### config.mk
export PLATFORM = sky130hd
export DESIGN_NAME = spi_lcd_master
export DESIGN_NICKNAME = d
export VERILOG_FILES = /design/src/rtl/spi_lcd_master.sv
export SDC_FILE = /design/constraint.sdc
export NUM_CORES = 1
export LEC_CHECK = 0
export CORE_UTILIZATION = 30
export DETAILED_ROUTE_END_ITERATION = 7
export HOLD_SLACK_MARGIN = 0.12
export PLACE_DENSITY = 0.43
export SLEW_MARGIN = 20
export SYNTH_ARGS = -nofsm -noshare
export SYNTH_HDL_FRONTEND = slang
export SYNTH_SLANG_ARGS = --single-unit
### constraint.sdc
create_clock -name clk -period 3.7 [get_ports clk]
set_input_delay 0.74 -clock clk [delete_from_list [all_inputs] [get_ports clk]]
set_output_delay 0.74 -clock clk [all_outputs]
set_load 0.03 [all_outputs]
### src/rtl/spi_lcd_master.sv
// SPI master for LCD panels (mode 0): a TX FIFO of {dc, last, word} entries feeds a
// shift engine that keeps cs low across multi-word frames. Define SPI_LCD_MASTER_MISO_RD_EN for the miso read port.
//
// state | meaning
// IDLE  | cs high, waiting for the first word of a frame
// SETUP | word loaded, sclk low, MSB on mosi for DIV cycles
// SHIFT | sclk toggling every DIV cycles, DATA_W rising edges
// WAIT  | mid-frame, FIFO empty: cs low, sclk low, mosi held
// HOLD  | last word sent, cs low for DIV more cycles
// GAP   | cs high for CS_GAP cycles before the next frame
module spi_lcd_master #(
    parameter int DATA_W     = 8,
    parameter int DIV        = 2,
    parameter int FIFO_DEPTH = 4,
    parameter int CS_GAP     = 2
) (
    input  logic              clk,
    input  logic              rst,
    input  logic              i_valid,
    output logic              o_ready,
    input  logic [DATA_W-1:0] i_data,
    input  logic              i_dc,
    input  logic              i_last,
    output logic              sclk,
    output logic              mosi,
    output logic              dc,
    output logic              cs,
    input  logic              miso,
    output logic              o_busy,
    output logic              o_done
`ifdef SPI_LCD_MASTER_MISO_RD_EN
    ,
    output logic [DATA_W-1:0] o_rdata,
    output logic              o_rvalid
`endif
);

    localparam int AW    = $clog2(FIFO_DEPTH);
    localparam int BIT_W = $clog2(DATA_W);
    localparam int CNT_W = $clog2((DIV > CS_GAP ? DIV : CS_GAP) + 1);
    localparam logic [CNT_W-1:0] DIV_M1 = CNT_W'(DIV - 1);
    localparam logic [CNT_W-1:0] GAP_M1 = CNT_W'(CS_GAP - 1);

    typedef enum logic [2:0] {S_IDLE, S_SETUP, S_SHIFT, S_WAIT, S_HOLD, S_GAP} state_t;

    state_t             state, state_nxt;
    logic [DATA_W+1:0]  mem [FIFO_DEPTH];
    logic [AW-1:0]      wr_ptr, rd_ptr;
    logic [AW:0]        count;
    logic [DATA_W+1:0]  head;
    logic               push, load, empty;
    logic [DATA_W-1:0]  shift_reg;
    logic [CNT_W-1:0]   cnt;
    logic [BIT_W-1:0]   bit_cnt;
    logic               sclk_r, dc_r, last_r, done_r;
    logic               cnt_zero, end_word, rise;

    assign o_ready  = (count != (AW+1)'(FIFO_DEPTH));
    assign push     = i_valid && o_ready;
    assign empty    = (count == '0);
    assign head     = mem[rd_ptr];
    assign cnt_zero = (cnt == '0);
    assign rise     = (state == S_SHIFT) && cnt_zero && !sclk_r;
    assign end_word = (state == S_SHIFT) && cnt_zero && sclk_r && (bit_cnt == '0);
    assign load     = !empty && ((state == S_IDLE) || (state == S_WAIT) || (end_word && !last_r));

    always_ff @(posedge clk) begin
        if (push) mem[wr_ptr] <= {i_dc, i_last, i_data};
    end

    always_ff @(posedge clk or negedge rst) begin
        if (!rst) begin
            wr_ptr <= '0;
            rd_ptr <= '0;
            count  <= '0;
        end else begin
            if (push) wr_ptr <= wr_ptr + 1'b1;
            if (load) rd_ptr <= rd_ptr + 1'b1;
            case ({push, load})
                2'b10:   count <= count + 1'b1;
                2'b01:   count <= count - 1'b1;
                default: count <= count;
            endcase
        end
    end

    always_ff @(posedge clk or negedge rst) begin
        if (!rst) state <= S_IDLE;
        else      state <= state_nxt;
    end

    always_comb begin
        state_nxt = state;
        case (state)
            S_IDLE:  if (!empty) state_nxt = S_SETUP;
            S_SETUP: if (cnt_zero) state_nxt = S_SHIFT;
            S_SHIFT: if (end_word) state_nxt = last_r ? S_HOLD : (!empty ? S_SETUP : S_WAIT);
            S_WAIT:  if (!empty) state_nxt = S_SETUP;
            S_HOLD:  if (cnt_zero) state_nxt = S_GAP;
            S_GAP:   if (cnt_zero) state_nxt = S_IDLE;
            default: state_nxt = S_IDLE;
        endcase
    end

    always_comb begin
        cs     = (state == S_IDLE) || (state == S_GAP);
        o_busy = (state != S_IDLE);
        sclk   = sclk_r;
        mosi   = shift_reg[DATA_W-1];
        dc     = dc_r;
        o_done = done_r;
    end

    // A load always restarts the half-period timer, so SETUP lasts DIV cycles and
    // SHIFT then waits one more half period before the first rising edge.
    always_ff @(posedge clk or negedge rst) begin
        if (!rst) begin
            shift_reg <= '0;
            dc_r      <= 1'b0;
            last_r    <= 1'b0;
            sclk_r    <= 1'b0;
            cnt       <= '0;
            bit_cnt   <= '0;
            done_r    <= 1'b0;
        end else begin
            done_r <= 1'b0;
            if (load) begin
                shift_reg <= head[DATA_W-1:0];
                last_r    <= head[DATA_W];
                dc_r      <= head[DATA_W+1];
                sclk_r    <= 1'b0;
                cnt       <= DIV_M1;
                bit_cnt   <= BIT_W'(DATA_W - 1);
            end else begin
                case (state)
                    S_SETUP: cnt <= cnt_zero ? DIV_M1 : cnt - 1'b1;
                    S_SHIFT: begin
                        if (!cnt_zero) begin
                            cnt <= cnt - 1'b1;
                        end else begin
                            cnt    <= DIV_M1;
                            sclk_r <= !sclk_r;
                            if (sclk_r && bit_cnt != '0) begin
                                shift_reg <= {shift_reg[DATA_W-2:0], 1'b0};
                                bit_cnt   <= bit_cnt - 1'b1;
                            end
                        end
                    end
                    S_HOLD: begin
                        if (cnt_zero) begin
                            done_r <= 1'b1;
                            cnt    <= GAP_M1;
                        end else begin
                            cnt <= cnt - 1'b1;
                        end
                    end
                    S_GAP:   if (!cnt_zero) cnt <= cnt - 1'b1;
                    default: ;
                endcase
            end
        end
    end

`ifdef SPI_LCD_MASTER_MISO_RD_EN
    logic [DATA_W-1:0] rx_shift;

    always_ff @(posedge clk or negedge rst) begin
        if (!rst) begin
            rx_shift <= '0;
            o_rdata  <= '0;
            o_rvalid <= 1'b0;
        end else begin
            if (rise)     rx_shift <= {rx_shift[DATA_W-2:0], miso};
            if (end_word) o_rdata  <= rx_shift;
            o_rvalid <= end_word;
        end
    end
`else
    logic unused_rx;
    assign unused_rx = miso ^ rise;
`endif

endmodule
; ---- Word-level counts from Yosys, hierarchy flattened
; Memories as Yosys holds them, arrays and structs flattened.
; Cells that the tools add are included.
[classes]
n_mux = 29
addsub = 6
n_eq_ne = 14
n_reduce_logical = 30
[op_table]
columns = operator, n
row1 = 8-bit two-way mux, 4
row2 = 3-bit two-way mux, 10
row3 = 3-bit case mux with 5 select lines, 1
row4 = 2-bit != test (second input constant), 5
row5 = 3-bit logical NOT, 3
row6 = 3-bit nonzero test, 3
row7 = 1-bit two-way mux, 8
row8 = 2-bit two-way mux, 4
row9 = 2-bit nonzero test, 4
row10 = 1-bit logical AND, 7
row11 = 3-bit by 2-bit == test with 1-bit output (second input constant), 2
row12 = 3-bit == test (second input constant), 2
row13 = 3-bit != test (second input constant), 2
row14 = 3-bit case mux with 2 select lines, 1
row15 = 3-bit by 1-bit subtractor with 3-bit output (second input constant), 2
row16 = 5-bit AND reduction, 1
row17 = 2-bit by 1-bit adder with 2-bit output (second input constant), 2
row18 = 2-bit case mux with 2 select lines, 1
row19 = 2-bit AND reduction, 2
row20 = 3-bit by 1-bit adder with 3-bit output (second input constant), 1
row21 = 3-bit by 1-bit == test with 1-bit output (second input constant), 1
row22 = 1-bit logical NOT, 3
row23 = 1-bit logical OR, 3
row24 = 3-bit AND reduction, 1
row25 = 6 further kinds, 6
[word_totals]
output_inout_bits = 7
reg_bits = 27
n_memories = 1
word_cells = 91
mem_bits_rw = 40
in_bits = 14
[memory_table]
columns = name, depth, word_bits, rd, rd_ports_with_merged_regs, write_ports, line
row1 = mem, 4, 10, 1, 0, 1, 47  ; logic [DATA_W+1:0] mem [FIFO_DEPTH];

; ---- Logic depth before layout (Yosys ltp)
[logic_depth]
depth_word = 9
mapped_depth = 13
mapped_depth_nobuf = 12

; ---- Least setup slack after synthesis
; No wires, ideal clock.
[synth_timing]
path_kind = register to register
startpoint = register sclk_r, in the netlist sclk
endpoint = register count[2]
arrival_ns = 3.024
synth_period_minus_slack_ns = 3.103
t_required_ns = 3.621
path_buffers = 1
path_slack_ns = 0.597
setup_time_ns = 0.079
stages_incl_launch_ff = 12
path_cell_list = dfrtp_1 -> or3b_4 -> o311a_1 -> or4_4 -> buf_6 -> inv_1 -> ha_1 -> inv_1 -> fa_1 -> xor2_1 -> nor2_1 -> xor2_1
[synth_via]
elab_chain_cells = 7
word_cells_on_any_way = 9
classes_between = eq/ne (2) / mux (1) / reduce/logical (6)
[synth_rtl]
columns = element, line
row1 = "start, declared", 55  ; logic sclk_r, dc_r, last_r, done_r;
row2 = "start signal, assigned", 142  ; sclk_r <= !sclk_r;
row3 = 1-bit logical AND (*) (2 in a row), 64  ; assign end_word = (state == S_SHIFT) && cnt_zero && sclk_r && (bit_cnt == '0);
row4 = 1-bit logical AND (*), 65  ; assign load = !empty && ((state == S_IDLE) || (state == S_WAIT) || (end_word && !last_r));
row5 = 1-bit logical OR (*), 65
row6 = 1-bit logical AND (*), 65
row7 = via load, 51  ; logic push, load, empty;
row8 = 2-bit by 1-bit == test with 1-bit output / 2-bit == test (equally long branches), 79  ; case ({push, load})
row9 = 3-bit case mux with 2 select lines / 2-bit nonzero test (equally long branches), -
row10 = "end signal, assigned", 80  ; 2'b10: count <= count + 1'b1;
row11 = "end signal, assigned", 81  ; 2'b01: count <= count - 1'b1;
row12 = "end signal, assigned", 82  ; default: count <= count;
row13 = "end, declared", 49  ; logic [AW:0] count;
; The timed path passes the listed nets; every way through them passes the cells marked *.
; A chain may end at the register's enable or synchronous reset.

; ---- Worst setup path in the final report
[layout_timing]
startpoint = register cnt[0]
endpoint = register count[2]
[layout_via]
elab_chain_cells = 9
word_cells_on_any_way = 11
classes_between = eq/ne (2) / mux (1) / reduce/logical (8)
[layout_rtl]
columns = element, line
row1 = "start, declared", 53  ; logic [CNT_W-1:0] cnt;
row2 = "start signal, assigned", 136  ; S_SETUP: cnt <= cnt_zero ? DIV_M1 : cnt - 1'b1;
row3 = "start signal, assigned", 139  ; cnt <= cnt - 1'b1;
row4 = "start signal, assigned", 154  ; cnt <= cnt - 1'b1;
row5 = 2-bit logical NOT (*), 62  ; assign cnt_zero = (cnt == '0);
row6 = 1-bit logical AND (*) (3 in a row), 64
row7 = 1-bit logical AND (*), 65
row8 = 1-bit logical OR (*), 65
row9 = 1-bit logical AND (*), 65
row10 = via load, 51
row11 = 2-bit by 1-bit == test with 1-bit output / 2-bit == test (equally long branches), 79
row12 = 3-bit case mux with 2 select lines / 2-bit nonzero test (equally long branches), -
; Marks and branches as above.

==> results_dict.tcl <==
set metrics [dict create \
    die_area_mm2 0.0101 \
    syn_area_per_cell_um2 15.7 \
    hold_depth 1 \
    placed_area_mm2 0.00323 \
    antenna_found_initial 0 \
    cts_resized 0 \
    synth_simple_gate_area_share_pct 6.92 \
    io_buffers 19 \
    synthCells 186 \
    r2r_slack_ps 430 \
    n_fill_cell 892 \
    vias 1549 \
    totalWireLength_um 4930 \
    synth_top_family_by_area "multiplexers" \
    ant_nets 0 \
    fin_worst_hold_slack_ps 516 \
    start_kind "flop" \
    final_core_util_pct 36.4 \
    grt_pass1_vias 1648 \
    drtPass1Iterations 4 \
    final_nets 231 \
    rsz0062_at_grt "no" \
    core-area_mm2 0.00933 \
    post-route-period-util_pct 88.3 \
    tns_ps 0 \
    worstPathMaxFanout 15 \
    hold_path_end "count[0]$_DFFE_PN0P_" \
    worst-endpoint-arrival_ps 3530 \
    num_io_pins 21 \
    outcome "finished clean" \
    fmax_mhz 306 \
    cts_sinks 67 \
    largest_reg_flops 40 \
    yosys.area_share.xor_xnor_pct 3.61 \
    post-dp-hpwl_um 3300 \
    synth_compound_area_share_pct 3.18 \
    start_util_pct 31.2 \
    static-leakage-power_nw 1.29 \
    area_growth_pct 16.6 \
    clockBufferDepth 2 \
    end_kind "flop" \
    fin_area_mm2 0.00339 \
    synth_area_mm2 0.00291 \
    grt_pass1_wl_um 8280 \
    hold_viol_final 0 \
    critical_path_class "reg2reg" \
    gp_congestion 0.774 \
    numCtsBuffers 9 \
    num_rows 35 \
    drive_gt1_share_pct 22.0 \
    ff2ff_path_depth 10 \
    cts_tree "yes" \
    htree_num_levels 3 \
    grt-ovfl-total 0 \
    grt_max_degree 28 \
    max-cap-violations 0 \
    r2r-start "cnt[0]$_DFFE_PN0P_" \
    hold_class "reg2reg" \
    worst_pin_slew_ps 763 \
    r2r-end "count[2]$_DFFE_PN0P_" \
    die_h_um 101 \
    worstPathRequired_ps 3960 \
    muxShareOfSynthArea_pct 15.0 \
    fin_crit_ps 3270 \
    cts_hold_buf 0 \
    worstHoldStart "count[0]$_DFFE_PN0P_" \
    antenna_cells 0 \
    drt_iter0_drc 47 \
    p_per_area_mw_per_mm2 788 \
    ir_drop_v 0.000229 \
    drv_slew 0 \
    synthDistinctLibCells 36 \
    ys_ff_latch 67 \
    syn-num-nets 208 \
    yosysWarnings 0 \
    drc_errors 0 \
    root_buffer "clkbuf_8" \
    yosysSeqAreaShare_pct 64.5 \
    synth_adder_area_share_pct 3.70 \
    die_w_um 101 \
    routedWlPerCell_um 14.4 \
    post-cts-setup-buffer-count 0 \
    worst_clock_skew_ps 7.73 \
    clk_latency_ps 340 \
    setup_viol 0 \
    grt_usage_pct 11.3 \
    avgViaCountPerCell 4.52 \
    clk_pin_slew_ps 70 \
    slew_headroom_pct 49.1 \
]
## worst max-delay path: stages (launching register included)
cell,delay [ps]
dfrtp_1,460
or3b_4,410
o311a_1,370
or4_4,670
inv_1,190
ha_1,220
inv_1,60
fa_1,380
xor2_1,160
nor2_1,120
xor2_1,170
## worst max-delay path by stage
stage                             from              endpoint  slack, ps  depth (start not counted)
CTS                 cnt[0]$_DFFE_PN0P_  count[2]$_DFFE_PN0P_        390                         10
global placement    cnt[1]$_DFFE_PN0P_  count[2]$_DFFE_PN0P_        540                         10
global route        cnt[1]$_DFFE_PN0P_  count[2]$_DFFE_PN0P_        270                         10
detailed placement  cnt[0]$_DFFE_PN0P_  count[2]$_DFFE_PN0P_        410                         10
finish              cnt[0]$_DFFE_PN0P_  count[2]$_DFFE_PN0P_        430                         10
floorplan             sclk$_DFFE_PN0P_  count[2]$_DFFE_PN0P_        600                         11
## report_power, final
part | internal (W) | switching [W]
sequential | 0.00102 | 0.000175
combinational | 0.000509 | 0.000453
clock | 0.000239 | 0.000281
total | 0.00177 | 0.000909
## cells in the final DEF, fill, tap and decap left out, types with 2 or more instances in the layout
master | Yosys | layout
mux2_4 | 3 | 3
nand2_1 | 8 | 8
dfrtp_1 | 27 | 27
xnor2_1 | 6 | 6
a21oi_1 | 3 | 3
edfxtp_1 | 40 | 40
xor2_1 | 6 | 6
mux2_2 | 14 | 14
and3_1 | 4 | 4
clkinv_2 | 0 | 2
clkbuf_8 | 0 | 9
nor2_1 | 10 | 10
nand2b_1 | 2 | 2
nor3_1 | 2 | 2
clkinvlp_4 | 0 | 3
mux4_2 | 10 | 10
ha_1 | 7 | 7
clkdlybuf4s50_1 | 0 | 19
nand3_1 | 2 | 2
inv_1 | 12 | 12
nor3b_1 | 2 | 2
o21ai_0 | 5 | 5
## through the flow
| stage | instances | setup WS [ps] | power (W) |
|---|---|---|---|
| after floorplan | 186 | 597 | 0.00196 |
| after global placement | 327 | 540 | 0.00215 |
| after detailed placement | 327 | 406 | 0.00220 |
| after CTS | 343 | 392 | 0.00273 |
| after global routing | 343 | 272 | 0.00286 |
| final | 343 | 434 | 0.00268 |
## synthesized netlist by cell type (all sizes together)
cell type	instances	area, um^2
a21o	1	7.51
a21oi	3	15.0
a311oi	1	8.76
a31o	1	8.76
and2	1	6.26
and3	4	25.0
and4bb	1	12.5
buf	3	26.3
clkbuf	5	18.8
dfrtp	27	676
edfxtp	40	1200
fa	1	20.0
ha	7	87.6
inv	12	45.0
mux2	17	203
mux2i	1	10.0
mux4	10	225
nand2	8	30.0
nand2b	2	12.5
nand3	2	10.0
nand3b	1	7.51
nand4	1	6.26
nor2	10	37.5
nor3	2	10.0
nor3b	2	15.0
nor4	1	6.26
o211a	1	10.0
o211ai	1	7.51
o21ai	5	25.0
o311a	1	10.0
or3b	1	11.3
or4	1	11.3
xnor2	6	52.6
xor2	6	52.6
## cell type report
type / count / area, um^2 / area share (%)
Clock inverter: 7 / 45.0 / 1.33
Clock buffer: 9 / 124 / 3.65
Timing Repair Buffer: 20 / 198 / 5.82
Sequential cell: 67 / 1880 / 55.3
Multi-Input combinational cell: 99 / 945 / 27.8
Inverter: 12 / 45.0 / 1.33
Tap cell: 129 / 161 / 4.75
## cell families (layout without fill, tap and decap cells)
group | count (synthesis) | count (layout)
and+or+nand+nor | 37 | 37
xor gates and xnor gates | 12 | 12
DFF | 67 | 67
buffers and inverters | 20 | 48
adders and majority gates | 8 | 8
muxes | 28 | 28
AOI/OAI and AO/OA | 14 | 14
## per-layer routing
| metal | routed length, um | vias up | share of wire [%] | global-route usage [%] |
|---|---|---|---|---|
| met3 | 164 | 7 | 3.3 | 3.61 |
| met4 | 80 | 0 | 1.6 | 5.35 |
| met1 | 2300 | 787 | 47 | 14.0 |
| met2 | 2390 | 26 | 48 | 17.9 |
| li1 | - | 729 | - | - |
| met5 | 0 | - | 0 | 0 |
Note: power is estimated with default switching activity, not from simulation.
==> edit 1, RTL diff (same flow settings) <==
Set the parameter `DIV` to 1 (it was 2).
--- a/src/rtl/spi_lcd_master.sv
+++ b/src/rtl/spi_lcd_master.sv
@@ -10,7 +10,7 @@
 // GAP   | cs high for CS_GAP cycles before the next frame
 module spi_lcd_master #(
     parameter int DATA_W     = 8,
-    parameter int DIV        = 2,
+    parameter int DIV        = 1,
     parameter int FIFO_DEPTH = 4,
     parameter int CS_GAP     = 2
 ) (
Check against the original RTL: not equivalent (Yosys sat finds a counterexample within 10 cycles, from zero or initial values and one cycle with rst low).
==> edit 1 against the original RTL <==
Setup slack gained 420 ps; die area grew 4.8%; design area grew 4.9%; critical path type is now reg -> out; routed wire length grew 9.2%; synthesized area grew 4.9%; clock skew shrank 1.3 ps; power grew 12%; sequential cell count is the same; sequential share of layout area shrank 2.6 points; core utilization shrank 0.13 points; largest cell class unchanged; worst hold slack lost 27 ps; final cell count grew 6.4%; first-iteration DRC count grew 6.4%.
==> edit 1: results <==
[detailed_routing]
routedWlPerCell_um = 14.8
postRouteWirelength_mm = 5.39
ant_nets = 0
vias_per_cell = 4.64
drt_iter0_markers = 50

[worst_hold_path]
hold_depth = 1
min_path_type = reg -> reg

[clock_network]
cts.repair.resized = 0
cts_root_buf = clkbuf_8

[power]
cell_internal_pwr_w = 0.00190
power_leakage_nw = 1.34
ir_drop_v = 0.000232

[grt]
grt_max_degree = 28
grt_pass1_wl_mm = 8.99
grt_pass1_vias = 1696
grt.total_usage_pct = 11.8

[timing]
relSlewSlack_pct = 50.1
holdWs_ps = 489
fmax_mhz = 352
skew_ps = 6.42

[layout]
final_nets = 252
drive_above_1_share_pct = 15.5
largest_register_ffs = 40
num-fill-cells = 979

[critical_path]
reg2regPathDepth = 11
path_delay_family = buffers and inverters
cp.arrival_ps = 2100
cp_slowest_cell = clkdlybuf4s50_1

[synth]
ys_top_cells_by_area = edfxtp_1 39%, dfrtp_1 22%, mux4_2 7.4%, ha_1 4.1%, mux2i_1 2.0%
synthTopCellsByCount = 40 x edfxtp_1, 27 x dfrtp_1, 16 x inv_1
syn-num-nets = 229
synth.distinct_cells = 47
syn_inst = 204
yosys_warnings = 0
ys_seq_area_share_pct = 61.5

[placement]
gp_congestion = 0.688
post-place-ws_ps = 1060
dp_hpwl_mm = 3.62
place_inst = 349

[status]
status = completed
edit 1: cell count changes after synthesis, moves of 3 or more:
cell,delta
mux2_2,-12
nand3_1,+8
mux2i_1,+5
nand2_1,-5
a221o_1,+4
and2_1,+4
buf_2,+4
inv_1,+4
clkbuf_1,-3
ha_1,+3
mux2_4,-3
nor2_1,-3
o21ai_0,+3
edit 1: worst paths after layout:
path	from	to
min in group asynchronous	rst	shift_reg[2]
hold reg to reg	bit_cnt[1]	bit_cnt[1]
setup reg to reg	cnt[0]	count[2]
max in group asynchronous	rst	sclk
hold / removal	bit_cnt[1]	bit_cnt[1]
setup / recovery	state[1]	cs
edit 1: cell type report:
class,instances,area (um^2),share of cell area (%)
Sequential cell,67,1880,52.7
Clock inverter,6,66.3,1.86
Inverter,16,60.1,1.69
Timing Repair Buffer,21,205,5.76
Clock buffer,10,128,3.58
Multi-Input combinational cell,112,1060,29.7
Tap cell,133,166,4.67
edit 1: worst reg2reg max path, delay by kind of cell (launching register included):
family / cells / cell delay [ps]
AO/OA/AOI/OAI: 1 / 280
AND/OR/NAND/NOR: 3 / 470
flip-flops: 1 / 410
adder cells (fa/ha/maj): 3 / 920
buffers and inverters: 2 / 190
XOR/XNOR: 2 / 300
edit 1: logic make-up after synthesis:
group	count (synthesis)	synth area share [%]
XOR/XNOR	9	2.83
AND/OR/NAND/NOR	46	9.30
buffers and inverters	25	3.85
multiplexers	18	10.1
flip-flops	67	61.5
adder cells (fa/ha/maj)	11	4.75
AO/OA/AOI/OAI	28	7.71
edit 1: power groups by stage:
| stage | registers (W) | clock network (W) | logic (W) |
|---|---|---|---|
| 6_report | 0.00124 | 0.000594 | 0.00115 |
| 5_1_grt | 0.00127 | 0.000644 | 0.00128 |
| 4_1_cts | 0.00124 | 0.000615 | 0.00118 |
| 3_5_place_dp | 0.00126 | 0 | 0.00118 |
| 3_3_place_gp | 0.00126 | 0 | 0.00118 |
| 2_1_floorplan | 0.00116 | 0 | 0.000972 |
edit 1: through the flow:
stage	power, W	instance area, um^2
5_1_grt	0.00320	3560
6_report	0.00298	3560
4_1_cts	0.00304	3560
3_5_place_dp	0.00244	3370
3_3_place_gp	0.00244	3370
2_1_floorplan	0.00213	3050
edit 1: per-layer routing:
| layer | GRT usage (%) | up-vias | share of wire (%) |
|---|---|---|---|
| met5 | 0 | - | 0 |
| li1 | - | 812 | - |
| met2 | 18.9 | 28 | 48 |
| met4 | 3.90 | 0 | 1.3 |
| met3 | 4.34 | 6 | 3.7 |
| met1 | 14.9 | 847 | 47 |
==> edit 2, RTL diff (config.mk and constraints unchanged) <==
Without the edit above. Encoding of `state_t`: now one-hot (6 bits for 6 states).
--- a/src/rtl/spi_lcd_master.sv
+++ b/src/rtl/spi_lcd_master.sv
@@ -41,7 +41,7 @@
     localparam logic [CNT_W-1:0] DIV_M1 = CNT_W'(DIV - 1);
     localparam logic [CNT_W-1:0] GAP_M1 = CNT_W'(CS_GAP - 1);
 
-    typedef enum logic [2:0] {S_IDLE, S_SETUP, S_SHIFT, S_WAIT, S_HOLD, S_GAP} state_t;
+    typedef enum logic [5:0] {S_IDLE = 6'b000001, S_SETUP = 6'b000010, S_SHIFT = 6'b000100, S_WAIT = 6'b001000, S_HOLD = 6'b010000, S_GAP = 6'b100000} state_t;
 
     state_t             state, state_nxt;
     logic [DATA_W+1:0]  mem [FIFO_DEPTH];
Formal check against the unedited RTL: no difference found for any inputs over 10 cycles, from zero or initial values and one cycle with rst low; not proved beyond that.
==> edit 2 against the original RTL <==
Sequential cell count up 3; count of clock-buffer cells in the layout unchanged; power up 7.7%; synthesized area up 6.1%; setup slack about the same; routed wire length up 11%; design area up 7.2%; non-clock buffer count up 1; highest routed layer unchanged.
==> edit 2: results <==
[grt]
grt.total_usage_pct = 12.0
grt_pass1_vias = 1774
grt_max_degree = 31
grt_pass1_wl_mm = 9.14

[timing]
skew_ps = 12.3
worstMarginPinSlew_ps = 724

[detailed_routing]
drt_iter0_markers = 61
vias_per_cell = 4.54
routedWlPerCell_um = 14.8
firstDrtPassIters = 6

[placement]
gp_congestion = 0.712
dp_hpwl_mm = 3.57
placed_area_um2 = 3410
portBuffers = 19

[critical_path]
reg2reg_from = state[5]
crit_path_max_fanout = 6
r2r_slack_ps = 940
crit_path_start = state[3]
cp.arrival_ps = 2530
reg2regPathDepth = 11
cp_slowest_cell = clkdlybuf4s50_1

[clock_network]
clkLatencyLatePin_ps = 340
clkTransAtPathRegs_ps = 90

[synth]
synth.distinct_cells = 41
ys_async_sr_fraction_pct = 42.9
ys_top_cells_by_area = edfxtp_1 39%, dfrtp_1 23%, mux4_2 7.3%, mux2_2 3.3%, ha_1 2.8%
syn-num-nets = 230
ys_seq_area_share_pct = 63.2
synthTopCellsByCount = 40 x edfxtp_1, 29 x dfrtp_1, 13 x nor2_1

[layout]
num-fill-cells = 968
drive_above_1_share_pct = 19.9
final_nets = 253

[power]
power_leakage_nw = 1.39

[status]
status = completed
## edit 2: area by class of cell
| class | count | area [um^2] | share of cell area, % |
|---|---|---|---|
| Multi-Input combinational cell | 119 | 1050 | 28.9 |
| Sequential cell | 70 | 1950 | 53.7 |
| Timing Repair Buffer | 21 | 205 | 5.64 |
| Clock inverter | 7 | 103 | 2.82 |
| Clock buffer | 9 | 124 | 3.40 |
| Tap cell | 133 | 166 | 4.57 |
| Inverter | 10 | 37.5 | 1.03 |
## edit 2: layer usage
metal / share of wire (%) / vias up / GRT usage, %
met2: 49 / 21 / 19.6
met4: 0.88 / 0 / 5.20
met5: 0 / - / 0
met3: 2.3 / 6 / 3.43
met1: 48 / 837 / 14.8
li1: - / 811 / -
## edit 2: logic make-up (layout without fill, tap and decap cells)
| kind of cell | count (synthesis) | in the layout | share of synthesized area [%] |
|---|---|---|---|
| adder cells (fa/ha/maj) | 8 | 8 | 3.48 |
| XOR/XNOR | 12 | 12 | 3.40 |
| flip-flops | 70 | 70 | 63.2 |
| buffers and inverters | 19 | 47 | 2.79 |
| AND/OR/NAND/NOR | 57 | 57 | 10.2 |
| multiplexers | 24 | 24 | 12.7 |
| AO/OA/AOI/OAI | 18 | 18 | 4.25 |
## edit 2: metrics by stage
stage | power (W) | cells | utilization [%] | setup WS [ps]
after floorplan | 0.00195 | 208 | - | 1170
after global placement | 0.00222 | 353 | 34.6 | 808
after detailed placement | 0.00223 | 353 | 34.6 | 813
after CTS | 0.00294 | 369 | 36.9 | 406
after global routing | 0.00309 | 369 | 36.9 | 239
final | 0.00288 | 369 | 36.9 | 433
## edit 2: power breakdown
part	internal, W	total (W)	switching, W	leakage [nW]
clock network	0.000388	0.000705	0.000317	0.111
registers	0.00105	0.00123	0.000174	0.726
logic	0.000475	0.000949	0.000474	0.549
## edit 2: worst min path at each step
stage / start / to / slack, ps / cells past startpoint
3_3_place_gp: count[2] / count[2] / 490 / 1
2_1_floorplan: rst / bit_cnt[0] / 440 / 0
6_report: count[2] / count[2] / 500 / 1
5_1_grt: count[2] / count[2] / 510 / 1
3_5_place_dp: count[2] / count[2] / 490 / 1
4_1_cts: count[2] / count[2] / 510 / 1
